**config.mk**
```make
export PLATFORM = sky130hd
export DESIGN_NAME = alu_seq
export DESIGN_NICKNAME = d
export VERILOG_FILES = /design/src/rtl/alu_pkg.sv /design/src/rtl/alu_comb.sv /design/src/rtl/alu_seq.sv
export SDC_FILE = /design/constraint.sdc
export NUM_CORES = 1
export LEC_CHECK = 0
export BUFFER_PORTS_ARGS = -buffer_cell sky130_fd_sc_hd__buf_2
export CAP_MARGIN = 15
export CORE_ASPECT_RATIO = 0.7
export CORE_MARGIN = 4
export CORE_UTILIZATION = 45
export CTS_BUF_LIST = sky130_fd_sc_hd__clkbuf_2
export DETAILED_ROUTE_END_ITERATION = 10
export HOLD_SLACK_MARGIN = 0.05
export SYNTH_ARGS = -nofsm -noshare
export SYNTH_HDL_FRONTEND = slang
export SYNTH_SLANG_ARGS = --single-unit
```
**constraint.sdc**
```tcl
create_clock -name i_clock -period 5.9 [get_ports i_clock]
set_input_delay 0.295 -clock i_clock [delete_from_list [all_inputs] [get_ports i_clock]]
set_output_delay 0.295 -clock i_clock [all_outputs]
set_load 0.01 [all_outputs]
```
**src/rtl/alu_pkg.sv**
```systemverilog
// Shared types for the sequential ALU: function codes, flag bit positions and FSM states.
package alu_pkg;

  typedef enum logic [4:0] {
    FnA    = 5'd0,
    FnB    = 5'd1,
    FnINC  = 5'd2,
    FnDEC  = 5'd3,
    FnADD  = 5'd4,
    FnADC  = 5'd5,
    FnSUB  = 5'd6,
    FnSUC  = 5'd7,
    FnNEG  = 5'd8,
    FnAND  = 5'd9,
    FnOR   = 5'd10,
    FnXOR  = 5'd11,
    FnNOT  = 5'd12,
    FnNAND = 5'd13,
    FnNOR  = 5'd14,
    FnLUI  = 5'd15,
    FnLLI  = 5'd16,
    FnLSL  = 5'd17,
    FnLSR  = 5'd18,
    FnASR  = 5'd19,
    FnMUL  = 5'd20
  } alu_func_t;

  localparam int unsigned FLAG_Z = 0;
  localparam int unsigned FLAG_C = 1;
  localparam int unsigned FLAG_V = 2;
  localparam int unsigned FLAG_N = 3;

  typedef enum logic [1:0] {
    StIdle = 2'd0,
    StRun  = 2'd1,
    StDone = 2'd2
  } alu_state_t;

  function automatic logic is_shift(alu_func_t f);
    return (f == FnLSL) || (f == FnLSR) || (f == FnASR);
  endfunction

endpackage

```
**src/rtl/alu_comb.sv**
```systemverilog
// Single-cycle ALU core: result and next flag values for logic, move and add/subtract ops.
module alu_comb
  import alu_pkg::*;
#(
  parameter int unsigned WIDTH = 16
) (
  input  alu_func_t        i_func,
  input  logic [WIDTH-1:0] i_a,
  input  logic [WIDTH-1:0] i_b,
  input  logic [3:0]       i_flags,
  output logic [WIDTH-1:0] o_result,
  output logic [3:0]       o_flags
);

  localparam int unsigned HALF = WIDTH / 2;

  logic [WIDTH-1:0] w_op_a;
  logic [WIDTH-1:0] w_op_b;
  logic             w_cin;
  logic [WIDTH:0]   w_sum;
  logic             w_ovf;
  logic             w_arith;
  logic             w_known;

  // Every arithmetic op is one adder pass: subtraction feeds ~B with a carry-in.
  always_comb begin
    w_op_a = i_a;
    w_op_b = '0;
    w_cin  = 1'b0;
    case (i_func)
      FnINC: w_cin = 1'b1;
      FnDEC: begin
        w_op_b = ~WIDTH'(1);
        w_cin  = 1'b1;
      end
      FnADD: w_op_b = i_b;
      FnADC: begin
        w_op_b = i_b;
        w_cin  = i_flags[FLAG_C];
      end
      FnSUB: begin
        w_op_b = ~i_b;
        w_cin  = 1'b1;
      end
      FnSUC: begin
        w_op_b = ~i_b;
        w_cin  = i_flags[FLAG_C];
      end
      FnNEG: begin
        w_op_a = '0;
        w_op_b = ~i_b;
        w_cin  = 1'b1;
      end
      default: ;
    endcase
  end

  assign w_sum = {1'b0, w_op_a} + {1'b0, w_op_b} + {{WIDTH{1'b0}}, w_cin};
  assign w_ovf = (w_op_a[WIDTH-1] == w_op_b[WIDTH-1]) && (w_sum[WIDTH-1] != w_op_a[WIDTH-1]);

  always_comb begin
    o_result = '0;
    w_arith  = 1'b0;
    w_known  = 1'b1;
    case (i_func)
      FnA:    o_result = i_a;
      FnB:    o_result = i_b;
      FnINC, FnDEC, FnADD, FnADC, FnSUB, FnSUC, FnNEG: begin
        o_result = w_sum[WIDTH-1:0];
        w_arith  = 1'b1;
      end
      FnAND:  o_result = i_a & i_b;
      FnOR:   o_result = i_a | i_b;
      FnXOR:  o_result = i_a ^ i_b;
      FnNOT:  o_result = ~i_a;
      FnNAND: o_result = ~(i_a & i_b);
      FnNOR:  o_result = ~(i_a | i_b);
      FnLUI:  o_result = {i_b[HALF-1:0], i_a[HALF-1:0]};
      FnLLI:  o_result = {i_a[WIDTH-1:HALF], i_b[HALF-1:0]};
      // Zero-length shift degenerates to a move of A.
      FnLSL, FnLSR, FnASR: o_result = i_a;
      default: w_known = 1'b0;
    endcase

    o_flags = i_flags;
    if (w_known) begin
      o_flags[FLAG_Z] = (o_result == '0);
      o_flags[FLAG_N] = o_result[WIDTH-1];
    end
    if (w_arith) begin
      o_flags[FLAG_C] = w_sum[WIDTH];
      o_flags[FLAG_V] = w_ovf;
    end
  end

endmodule

```
**src/rtl/alu_seq.sv**
```systemverilog
// Sequential ALU: Start/Done handshake, flag register, bit-serial shifts and shift-add multiply.
module alu_seq
  import alu_pkg::*;
#(
  parameter int unsigned  WIDTH = 16,
  localparam int unsigned SHW   = $clog2(WIDTH)
) (
  input  logic             i_clock,
  input  logic             i_reset,
  input  logic             i_start,
  input  logic [4:0]       i_func,
  input  logic [WIDTH-1:0] i_a,
  input  logic [WIDTH-1:0] i_b,
  input  logic [SHW-1:0]   i_sh_amt,
  input  logic             i_flag_we,
  input  logic             i_flag_load,
  input  logic [3:0]       i_flag_in,
  output logic [WIDTH-1:0] o_result,
  output logic [3:0]       o_flags,
  output logic             o_busy,
  output logic             o_done
);

  alu_state_t         r_state;
  alu_func_t          r_func;
  logic [WIDTH-1:0]   r_a;
  logic [WIDTH-1:0]   r_b;
  logic [WIDTH-1:0]   r_work;
  logic [2*WIDTH-1:0] r_prod;
  logic [SHW-1:0]     r_count;
  logic               r_flag_we;
  logic [WIDTH-1:0]   r_result;
  logic [3:0]         r_flags;
  logic               r_busy;
  logic               r_done;

  alu_func_t          w_func;
  logic               w_accept;
  logic               w_multi;
  logic               w_complete;
  logic [WIDTH-1:0]   w_core_result;
  logic [3:0]         w_core_flags;
  logic [WIDTH-1:0]   w_shift_next;
  logic               w_shift_out;
  logic [WIDTH:0]     w_mul_sum;
  logic [2*WIDTH-1:0] w_prod_next;
  logic [WIDTH-1:0]   w_fin_result;
  logic [3:0]         w_fin_flags;

  alu_comb #(
    .WIDTH(WIDTH)
  ) u_alu_comb (
    .i_func  (r_func),
    .i_a     (r_a),
    .i_b     (r_b),
    .i_flags (r_flags),
    .o_result(w_core_result),
    .o_flags (w_core_flags)
  );

  assign w_func     = alu_func_t'(i_func);
  assign w_accept   = i_start && !r_busy;
  assign w_multi    = (w_func == FnMUL) || (is_shift(w_func) && (i_sh_amt != '0));
  assign w_complete = (r_state == StDone) || ((r_state == StRun) && (r_count == '0));

  always_comb begin
    w_shift_next = {r_work[WIDTH-2:0], 1'b0};
    w_shift_out  = r_work[WIDTH-1];
    if (r_func == FnLSR) begin
      w_shift_next = {1'b0, r_work[WIDTH-1:1]};
      w_shift_out  = r_work[0];
    end else if (r_func == FnASR) begin
      w_shift_next = {r_work[WIDTH-1], r_work[WIDTH-1:1]};
      w_shift_out  = r_work[0];
    end
  end

  // Upper half accumulates A when the current multiplier bit (LSB) is set, then the pair shifts.
  assign w_mul_sum   = {1'b0, r_prod[2*WIDTH-1:WIDTH]} + ({(WIDTH+1){r_prod[0]}} & {1'b0, r_a});
  assign w_prod_next = {w_mul_sum, r_prod[WIDTH-1:1]};

  always_comb begin
    w_fin_result = w_core_result;
    w_fin_flags  = w_core_flags;
    if (r_state == StRun) begin
      w_fin_flags = r_flags;
      if (r_func == FnMUL) begin
        w_fin_result        = w_prod_next[WIDTH-1:0];
        w_fin_flags[FLAG_C] = |w_prod_next[2*WIDTH-1:WIDTH];
      end else begin
        w_fin_result        = w_shift_next;
        w_fin_flags[FLAG_C] = w_shift_out;
      end
      w_fin_flags[FLAG_Z] = (w_fin_result == '0);
      w_fin_flags[FLAG_N] = w_fin_result[WIDTH-1];
    end
  end

  always_ff @(posedge i_clock) begin
    if (i_reset) begin
      r_state   <= StIdle;
      r_func    <= FnA;
      r_a       <= '0;
      r_b       <= '0;
      r_work    <= '0;
      r_prod    <= '0;
      r_count   <= '0;
      r_flag_we <= 1'b0;
      r_result  <= '0;
      r_flags   <= '0;
      r_busy    <= 1'b0;
      r_done    <= 1'b0;
    end else begin
      r_done <= 1'b0;
      if (w_complete) begin
        r_result <= w_fin_result;
        r_done   <= 1'b1;
        r_busy   <= 1'b0;
        r_state  <= StIdle;
      end
      if (r_state == StRun) begin
        r_work  <= w_shift_next;
        r_prod  <= w_prod_next;
        r_count <= r_count - SHW'(1);
      end
      // A new request in the completion cycle overrides the return to idle.
      if (w_accept) begin
        r_func    <= w_func;
        r_a       <= i_a;
        r_b       <= i_b;
        r_work    <= i_a;
        r_prod    <= {{WIDTH{1'b0}}, i_b};
        r_flag_we <= i_flag_we;
        if (w_multi) begin
          r_state <= StRun;
          r_busy  <= 1'b1;
          r_count <= (w_func == FnMUL) ? SHW'(WIDTH - 1) : (i_sh_amt - SHW'(1));
        end else begin
          r_state <= StDone;
        end
      end
      if (i_flag_load) begin
        r_flags <= i_flag_in;
      end else if (w_complete && r_flag_we) begin
        r_flags <= w_fin_flags;
      end
    end
  end

  assign o_result = r_result;
  assign o_flags  = r_flags;
  assign o_busy   = r_busy;
  assign o_done   = r_done;

endmodule

```
=== After elaboration in Yosys (flattened, before gate mapping) ===
Cells that the tools add are included.

* Bits in registers: 114
* Bits of input ports: 50
* Output and inout bits: 22

* Add/subtract/negate cells: 5
* Equality and inequality tests: 29
* Muxes and demuxes: 35
* Bitwise gates (word level): 8
* Reductions and logical operators: 33

{| class="wikitable"
|+ Operators with widths
! operator !! count
|-
| $pmux 16 s11 || 1
|-
| $mux 16 || 10
|-
| $not 16->16 || 4
|-
| $pmux 16 s3 || 1
|-
| $eq 5x5->1 const B || 9
|-
| $eq 5x4->1 const B || 8
|-
| $logic_not 16->1 || 2
|-
| $mux 4 || 7
|-
| $eq 5x3->1 const B || 4
|-
| $reduce_or 20->1 || 1
|-
| $add 16x16->17 || 1
|-
| $add 16x17->17 || 1
|-
| $add 17x1->17 || 1
|-
| $and 17x16->17 || 1
|-
| $and 16x16->16 || 1
|-
| $or 16x16->16 || 1
|-
| $reduce_or 16->1 || 1
|-
| $xor 16x16->16 || 1
|-
| $mux 1 || 11
|-
| $eq 5x2->1 const B || 2
|-
| $mux 2 || 4
|-
| $reduce_bool 2->1 || 4
|-
| $reduce_or 4->1 || 2
|-
| $sub 4x1->4 const B || 2
|-
| 19 further kinds || 30
|}

=== Longest topological paths before layout ===
Gate-level depths: netlist of run 1.

* Depth in word-level cells: 11
* Gate-level depth with buffers: 18
* Mapped depth without buffers: 15

=== By module ===
From an unflattened synthesis of run 1, not the netlist that was laid out.

* Cells, all modules: 1228
* Area total of the unflattened synthesis: 8921.1 µm²

{| class="wikitable"
|+ Modules (own cells, without submodules)
! module !! times used !! cells each !! area an instance (µm²)
|-
| alu_seq || 1 || 774 || 5928.2
|-
| alu_comb || 1 || 454 || 2992.9
|}

=== Least setup slack after synthesis of run 1 ===
Ideal clock, no wire load.

* Kind: register to register
* From: register r_func[2]
* To: register r_flags[0] (netlist: o_flags[0])
* Library setup time: 0.114 ns
* Arrival time: 4.034 ns
* Data required time: 5.786 ns
* Path slack: 1.752 ns
* Cell stages (with the launch flop): 19
* Period minus slack after synthesis: 4.148 ns
* Path through: dfxtp_1 -> buf_2 -> buf_2 -> buf_2 -> buf_2 -> nor3_1 -> a21oi_1 -> o2bb2a_1 -> nor2_1 -> fa_1 -> fa_1 -> a211oi_1 -> o21ai_1 -> and3b_1 -> o311a_1 -> o21a_1 -> o31ai_1 -> nor4_1 -> a21o_1

* Cells in the longest elaborated chain, start to end: 11
* Elaborated cells between the ends (all ways): 47
* Those cells by class: 2 x add/sub; 20 x eq/ne; 13 x mux; 12 x reduce/logical

{| class="wikitable"
|+ RTL lines
! element !! line !! text
|-
| start, declared || alu_seq.sv:25 || <nowiki>alu_func_t r_func;</nowiki>
|-
| start signal, assigned || alu_seq.sv:102 || <nowiki>r_func <= FnA;</nowiki>
|-
| start signal, assigned || alu_seq.sv:128 || <nowiki>r_func <= w_func;</nowiki>
|-
| $eq 5x3->1 / $eq 5x4->1 (equally long branches) || alu_comb.sv:30, alu_comb.sv:65 ||
|-
| $reduce_or 3->1 (no line) / $reduce_or 2->1 (equally long branches) || -- ||
|-
| $pmux 16 s3 || alu_comb.sv:30 || <nowiki>case (i_func)</nowiki>
|-
| $add 16x16->17 || alu_comb.sv:58 || <nowiki>assign w_sum = {1'b0, w_op_a} + {1'b0, w_op_b} + {{WIDTH{1'b0}}, w_cin};</nowiki>
|-
| $add 17x1->17 || alu_comb.sv:58 ||
|-
| $pmux 16 s11 || alu_comb.sv:65 || <nowiki>case (i_func)</nowiki>
|-
| $logic_not 16->1 || alu_comb.sv:87 || <nowiki>o_flags[FLAG_Z] = (o_result == '0);</nowiki>
|-
| $mux 1 || alu_comb.sv:86 || <nowiki>if (w_known) begin</nowiki>
|-
| $mux 4 || alu_seq.sv:85 || <nowiki>if (r_state == StRun) begin</nowiki>
|-
| $mux 4 || alu_seq.sv:144 || <nowiki>end else if (w_complete && r_flag_we) begin</nowiki>
|-
| $mux 4 || alu_seq.sv:142 || <nowiki>if (i_flag_load) begin</nowiki>
|-
| end signal, assigned || alu_seq.sv:143 || <nowiki>r_flags <= i_flag_in;</nowiki>
|-
| end signal, assigned || alu_seq.sv:145 || <nowiki>r_flags <= w_fin_flags;</nowiki>
|-
| end, declared || alu_seq.sv:33 || <nowiki>logic [3:0] r_flags;</nowiki>
|}

Parallel ways exist; a longest one is shown, timed or not. The select of a mux whose other input is x is not followed.
A chain may end at the register's enable or synchronous reset.

=== Worst setup path after layout of run 1 ===
* From: register r_func[3]
* To: register r_flags[1] (netlist: o_flags[1])

* Cells in the longest elaborated chain, start to end: 9
* Elaborated cells between the ends (all ways): 30
* Those cells by class: 2 x add/sub; 10 x eq/ne; 11 x mux; 7 x reduce/logical

{| class="wikitable"
|+ RTL lines
! element !! line !! text
|-
| $eq 5x3->1 / $eq 5x4->1 (equally long branches) || alu_comb.sv:30, alu_comb.sv:65 ||
|-
| $reduce_or 3->1 (no line) / $reduce_or 2->1 (equally long branches) || -- ||
|-
| $pmux 16 s3 || alu_comb.sv:30 ||
|-
| $add 16x16->17 || alu_comb.sv:58 ||
|-
| $add 17x1->17 || alu_comb.sv:58 ||
|-
| $mux 2 || alu_comb.sv:90 || <nowiki>if (w_arith) begin</nowiki>
|-
| $mux 4 || alu_seq.sv:85 ||
|-
| $mux 4 || alu_seq.sv:144 ||
|-
| $mux 4 || alu_seq.sv:142 ||
|}

Parallel ways exist; a longest one is shown, timed or not. The select of a mux whose other input is x is not followed.

==> results of run 1 <==
==> through the flow <==
| stage | hold slack, ns | util, % | worst slack [ns] |
|---|---|---|---|
| global placement | 0.4379 | 48.07 | 1.523 |
| floorplan | 0.4037 | - | 1.752 |
| finish | 0.1552 | 52.42 | 0.9914 |
| CTS | 0.06711 | 52.38 | 1.093 |
| global route | 0.1205 | 52.42 | 0.6887 |
| detailed placement | 0.4420 | 48.07 | 1.396 |
==> final cells by class <==
class,instances,area [um2],share of cell area (%)
Multi-Input combinational cell,962,6228,60.01
Sequential cell,114,2282,21.99
Timing Repair Buffer,147,1081,10.42
Tap cell,270,337.8,3.255
Inverter,55,206.4,1.989
Clock inverter,15,157.7,1.519
Clock buffer,17,85.08,0.8198
==> sequential cells by signal, indices dropped and copies added, names as in the netlist <==
register   flops
r_flag_we      1
o_busy         1
r_state        2
r_func         5
r_count        4
o_done         1
r_b           16
o_result      16
o_flags        4
r_work        16
r_prod        32
r_a           16
==> metal layers <==
metal | vias to the layer above | global-route usage (%) | part of all wire [%]
li1 | 4575 | - | -
met1 | 4469 | 44.11 | 47
met2 | 461 | 39.98 | 40
met3 | 39 | 8.877 | 12
met4 | 0 | 6.000 | 1.6
met5 | - | 0 | 0
==> logic make-up after synthesis <==
family / Yosys count / synth area share, %
fa+ha+maj: 69 / 9.779
simple gates: 453 / 23.58
compound gates: 371 / 27.58
flops: 114 / 25.19
mux: 41 / 4.655
xor+xnor: 28 / 2.707
buf+inv: 142 / 6.506
==> worst max-delay path by stage <==
stage	end	slack [ns]
after floorplan	o_flags[0]	1.75
after global placement	o_flags[0]	1.52
after detailed placement	o_flags[0]	1.40
after CTS	o_flags[1]	1.09
after global routing	o_flags[1]	0.69
final	o_flags[1]	0.99
==> worst max-delay path, delay by kind of cell, from the launching register on <==
kind / cells / cell delay (ns)
compound gates: 8 / 2.02
fa+ha+maj: 2 / 0.96
flops: 1 / 0.82
buf+inv: 1 / 0.56
simple gates: 3 / 0.51
==> power groups by stage <==
stage | Clock (W) | Sequential [W] | Combinational, W
floorplan | 0 | 0.000863 | 0.000314
global route | 0.000592 | 0.000892 | 0.000530
finish | 0.000550 | 0.000887 | 0.000482
global placement | 0 | 0.000898 | 0.000435
detailed placement | 0 | 0.000898 | 0.000437
CTS | 0.000562 | 0.000882 | 0.000470
==> layout by cell type (no fill, tap or decap), types with 17 or more instances in the layout <==
cell type	netlist	layout
a21oi_1	142	142
a311oi_1	26	26
a211oi_1	18	18
o21ai_0	33	33
inv_1	55	55
buf_2	12	70
nand2_1	197	197
clkbuf_2	0	17
ha_1	66	66
dfxtp_1	114	114
and2_1	21	21
nor3_1	17	17
o211ai_1	35	35
dlygate4sd3_1	0	61
mux2i_1	32	32
nor2_1	111	111
==> timing repair <==
item / in CTS / in global routing
buffers inserted: 0 / 0
endpoints found under the setup margin: 0 / 0
hold endpoints to repair: 81 / 0
hold buffers: 61 / 0
==> impl_results.md, run 1 <==
* Status: complete, no violations
* Static leakage at around 4.3 nW
* Gates resized, CTS repair at 0
* Sequential share of the synthesized area at 25.19%
* Total vias in the final route at between 9,000 and 10,000
* Synth warnings at 0
* Hold_sp: i_flag_load
* Clock slew at reported path FFs at 0.21 ns
* WP data required at 6.53 ns
* Worst reg2reg setup slack at 0.99 ns
* Placed cells at roughly 1,500
* Worst-Margin Slew at ~1.0 ns
* Yosys reg bits at 114
* Via density at 6.041
* Crit path DAT at between 5 and 6 ns
* Kind of critical path: flip-flop to flip-flop
* Site Rows at 43
* Die width at 177.6 um
* Grt ovf at 0
* GRT Util Overall at 28.98%
* Max FO, Critical Path at 21
* Worst hold endpoint: o_flags[0]
* Max Clk Rate at 203.7 MHz
* Worst Setup Start Kind: flip-flop
* Slowest library cell on the worst path: dfxtp_1
* Cell Area, Synth at 9059 um2
* Synth cell count leaders: nand2_1 (197), a21oi_1 (142), dfxtp_1 (114)
* Initial Util at a little under half
* Die H at around 130 um
* Clock buffer depth at 2
* Fillers at 2,021
* CTS sink cnt at around 110
* Area grow syn2layout at 14.57%
* CTS root buffer: clkbuf_2
* Setup crit end kind: flip-flop
* Clock Power Share at 28.7%
* Largest stage delay on the critical path at 0.82 ns
* FFs w/ async S/R, synth at 0%
* Switching share of power at 37.15%
* Worst r2r src: r_func[3]
* Post-synth EDFFs at 0
* Detail Placement HPWL at roughly 24,000 um
* Io pins at 72
* Routed len/inst at between 20 and 25 um
* # H-tree levels at 4
* Fin nets at 1,416
* RSZ-0062 raised after global routing: no
* Largest net degree at the start of global routing at 85
* R2R Path End: o_flags[1]
* Worst VDD drop at 161.7 uV
* Worst skew pair latency at 0.71 ns
* Cell mode on critical path: fa_1
* Port bufs at 71
* Final Wtd Congestion at 1.017
* Design Area, Final at 10,380 um2
* Post-synth top area cell: dfxtp_1
* Most frequent cell after synthesis: nand2_1
* Total negative slack at 0 ns
* Post-synth net total at roughly 1,300
* Worst hold stages at 4
* Core area at 19,800 um2
* Seq pwr share at between 40% and 50%
* Int Power at 0.001206 W
* Total power at 0.001920 W
* Slew Limit Fails at 0
* P_sw at between 0.0007 and 0.0008 W
* Final min period at 4.909 ns
* Dominant synthesized flop cell: dfxtp_1
* Clk_skew at 0.05329 ns
* Comb power frac at 25.1%
* Initial antenna violation count at 0
* Starting DRT DRC Count at 1,311
* DP Area at ~9500 um2
* Power per standard cell area at 185.0 nW/um2
* Final non-filler cell total at ~1,600
* First-pass GRT wire length at 50,800 um
* Layout cells sized above 1 at 11.76%
* CP startpoint: r_func[3]
* Hold Path Class: input port to flip-flop
* Final WL at 32,790 um
* Synth cell types at 88
* Post-Synthesis Cells at 1,218
* Max-slew headroom at 30.36%
* Final period util at 83.20%
* Ant. Diodes at 0
* Post-Syn Area per Cell at roughly 7.4 um2
* Largest cells by area after synthesis: dfxtp_1 (25%), ha_1 (9.1%), nand2_1 (8.2%), a21oi_1 (7.8%), nor2_1 (4.6%)
* FF-to-FF path depth at 14
* Number of CTS-inserted buffers at 17
* Post-route ant nets at 0
* Synth top area share at 25.19%
* DRT Pass-1 Iters at 5
* CTS tree: yes
* Final Hold Fails at 0
* Remaining DRCs at 0
* Die area at 22,500 um2
* Final setup violation count at 0
* Max_cap viols at 0
* Crit path cell chain: nor2b_1 > nand2_1 > a21o_1 > o21ai_0 > fa_1 > fa_1 > a211oi_1 > o21ai_1 > and3b_1 > o311a_1 > o2111ai_1 > a21boi_0 > a41o_1 > dlygate4sd3_1
* Vias in the first global route at about 8,700
Power figures use the tool's default switching activity.
==> run 2, diff against run 1 <==
ABC_AREA = 1   (was default)
PLACE_DENSITY = 0.65   (was default)
clock period = 4.5 ns   (was 5.9 ns; I/O delays follow)
==> run 2 against run 1 <==
Register-to-register slack worse by 0.53 ns. Clock-buffer cell count stayed put. Die area shrank 0.12%. Utilization rose by 0.30 points. Largest power group unchanged.
==> impl_results.md, run 2 <==
* Commonest non-fill, non-tap cell in the layout: nand2_1
* # H-tree levels at 4
* Final Util at 52.72%
* Worst setup margin at 0.4614 ns
* Synth top area share at 25.22%
* Ant. Diodes at 0
* Max reg flops at 32
* Dominant synthesized flop cell: dfxtp_1
* Crit path DAT at ~4.7 ns
* Synth cell count leaders: nand2_1 (545), inv_1 (182), nor2_1 (132)
* Area grow syn2layout at 15.36%
* FF-to-FF path depth at 20
* Grt ovf at 0
* Final min period at between 4 and 5 ns
* Die width at 177.5 um
* Vias in the first global route at between 9,000 and 10,000
* Post-route ant nets at 0
* Largest net degree at the start of global routing at 69
* Synth cell types at 44
* Power per standard cell area at 251.3 nW/um2
* Status: complete, no violations
* RSZ-0062 raised after global routing: no
* Slew Limit Fails at 0
* Post-Synthesis Cells at about 1,500
* CTS sink cnt at roughly 110
* Final WL at about 34,000 um
* Clock buffer depth at 2
* Yosys reg bits at ~110
* Clock slew at reported path FFs at 0.18 ns
* Routed len/inst at 18.04 um
* Max Clk Rate at 247.6 MHz
* Mux cell area share after synthesis at 0.2213%
* Compound-Gate Fraction of Synth Area at 17.63%
* Worst hold stages at 8
* Clk_skew at 0.04308 ns
* Total negative slack at 0 ns
* Met3 Resource Use GR at a little under an eighth
* Setup crit end kind: flip-flop
* Simple-gate share of the synthesized area at a little over a third
* Cell Area, Synth at slightly above 9000 um2
* Worst Setup Start Kind: flip-flop
* Post-Syn Area per Cell at 5.996 um2
* Max_cap viols at 0
* Commonest cells after routing, fill and taps aside: nand2_1 (545), inv_1 (182), nor2_1 (131)
* Met2 usage at between 40 and 50%
* Io pins at 72
* FFs w/ async S/R, synth at 0%
* Post-synth net total at about 1,600
* Final Hold Fails at 0
* GRT Util Overall at 30.31%
* Most frequent cell after synthesis: nand2_1
* DRT Pass-1 Iters at 9
* Detail Placement HPWL at 26,240 um
* Post-Synth Adder-Cell Area at 9.791%
* Remaining DRCs at 0
* Kind of critical path: flip-flop to flip-flop
* Worst-Margin Slew at between 1 and 1.5 ns
* Post-synth EDFFs at 0
* M1 GR Usage at 45.43%
* First-pass GRT wire length at approximately 53,000 um
* Max FO, Critical Path at 16
* Hold Path Class: input port to flip-flop
* Static leakage at 5.314 nW
* Die area at 22,470 um2
* Final hold slack at 0.1634 ns
* Final setup violation count at 0
* # Post-CTS Setup Buffers at 0
* Sequential share of the synthesized area at between 20 and 30%
* Die H at 126.6 um
* Core area at 19,800 um2
* Total vias in the final route at 10,437
* CTS tree: yes
* Reg with most FFs: r_prod
* Synth warnings at 0
* Port bufs at between 70 and 80
* Layout cells sized above 1 at 9.018%
* Total power at 0.002623 W
* Initial antenna violation count at 0
* Site Rows at 43
* Fin nets at 1,736
* Post-synth top area cell: dfxtp_1
* Via density at 5.493
* Place WS at around 0.61 ns
* Worst skew pair latency at around 0.74 ns
* Starting DRT DRC Count at 1,303
* Largest cells by area after synthesis: dfxtp_1 (25%), nand2_1 (23%), ha_1 (9.1%), inv_1 (7.6%), nor2_1 (5.5%)
* WP data required at 5.13 ns
* Largest family of logic cells by synthesized area: simple AND/OR/NAND/NOR gates
* Gr busiest metal: met1
* Max-slew headroom at ~30%
* Initial Util at 45.70%
* Xor and xnor area share after synthesis at 0.4840%
* Final period util at about nine tenths
* Number of CTS-inserted buffers at 17
* CTS root buffer: clkbuf_2
* Worst VDD drop at ~170 uV
* Final Wtd Congestion at 1.007
## run 2: changes by cell type in the layout (fill, tap and decap cells not counted), sizes merged, moves of 18 or more
cell,change
nand3,+62
nand2,+350
mux2i,-30
o21ai,+64
and2,-21
a31oi,+23
a311oi,-26
o22ai,+30
a21oi,-90
inv,+135
nor2,+27
a211oi,-18
## run 2: worst max-delay path, stage by stage (launching register included)
cell and delay [ns]:
dfxtp_1 0.55, inv_2 0.16, nand3_1 0.17, clkinv_1 0.10, a21oi_1 0.19, o21ai_2 0.23
nand2_1 0.10, o21ai_0 0.11, fa_1 0.45, fa_1 0.49, nand2_1 0.09, nand3_1 0.13
nand2_1 0.11, nand2_1 0.06, nand2_1 0.08, a21oi_1 0.07, o21ai_0 0.14, nand3_1 0.09
dlygate4sd3_1 0.56, nand2_1 0.06, inv_1 0.03
## run 2: worst paths after layout
| path | start | endpoint | slack (ns) |
|---|---|---|---|
| setup / recovery | r_func[4] | o_flags[1] | 0.46 |
| hold / removal | i_flag_load | o_flags[0] | 0.16 |
| setup reg to reg | r_func[4] | o_flags[1] | 0.46 |
| hold reg to reg | o_result[11] | o_result[11] | 0.46 |
## run 2: layout make-up
class                           count  area (um2)
Fill cell                        2066        9361
Multi-Input combinational cell   1150        5802
Sequential cell                   114        2282
Timing Repair Buffer              143        1059
Inverter                          191       716.9
Tap cell                          270       337.8
Clock inverter                     15       155.1
Clock buffer                       17       85.08
## run 2: timing repair
action / 4_1_cts / 5_1_grt
hold buffers: 60 / 0
resized for setup: 0 / 1
endpoints found under the setup margin: 0 / 1
hold endpoints to repair: 84 / 0
## run 2: through the flow
| step | cell area (um2) | instances |
|---|---|---|
| 6_report | 10440 | 1900 |
| 5_1_grt | 10440 | 1900 |
| 2_1_floorplan | 9047 | 1509 |
| 3_5_place_dp | 9573 | 1807 |
| 4_1_cts | 10410 | 1899 |
| 3_3_place_gp | 9573 | 1807 |
## run 2: metal layers
metal / routed length [um] / share of wire, %
met5: 0 / 0
met4: 720 / 2.1
met3: 4594 / 13
met2: 13040 / 38
met1: 15910 / 46
## run 2: logic make-up (layout without fill, tap and decap cells)
kind of cell	Yosys count	count (layout)
AO/OA/AOI/OAI	272	272
XOR/XNOR	5	5
adder cells (fa/ha/maj)	69	69
buffers and inverters	245	366
flip-flops	114	114
multiplexers	2	2
AND/OR/NAND/NOR	802	802
## run 2: power breakdown
group	leakage (nW)	internal, W	total, W	switching (W)
Clock	0.133	0.000259	0.000739	0.000480
Combinational	4.25	0.000256	0.000757	0.000501
Sequential	0.935	0.00107	0.00113	0.0000557
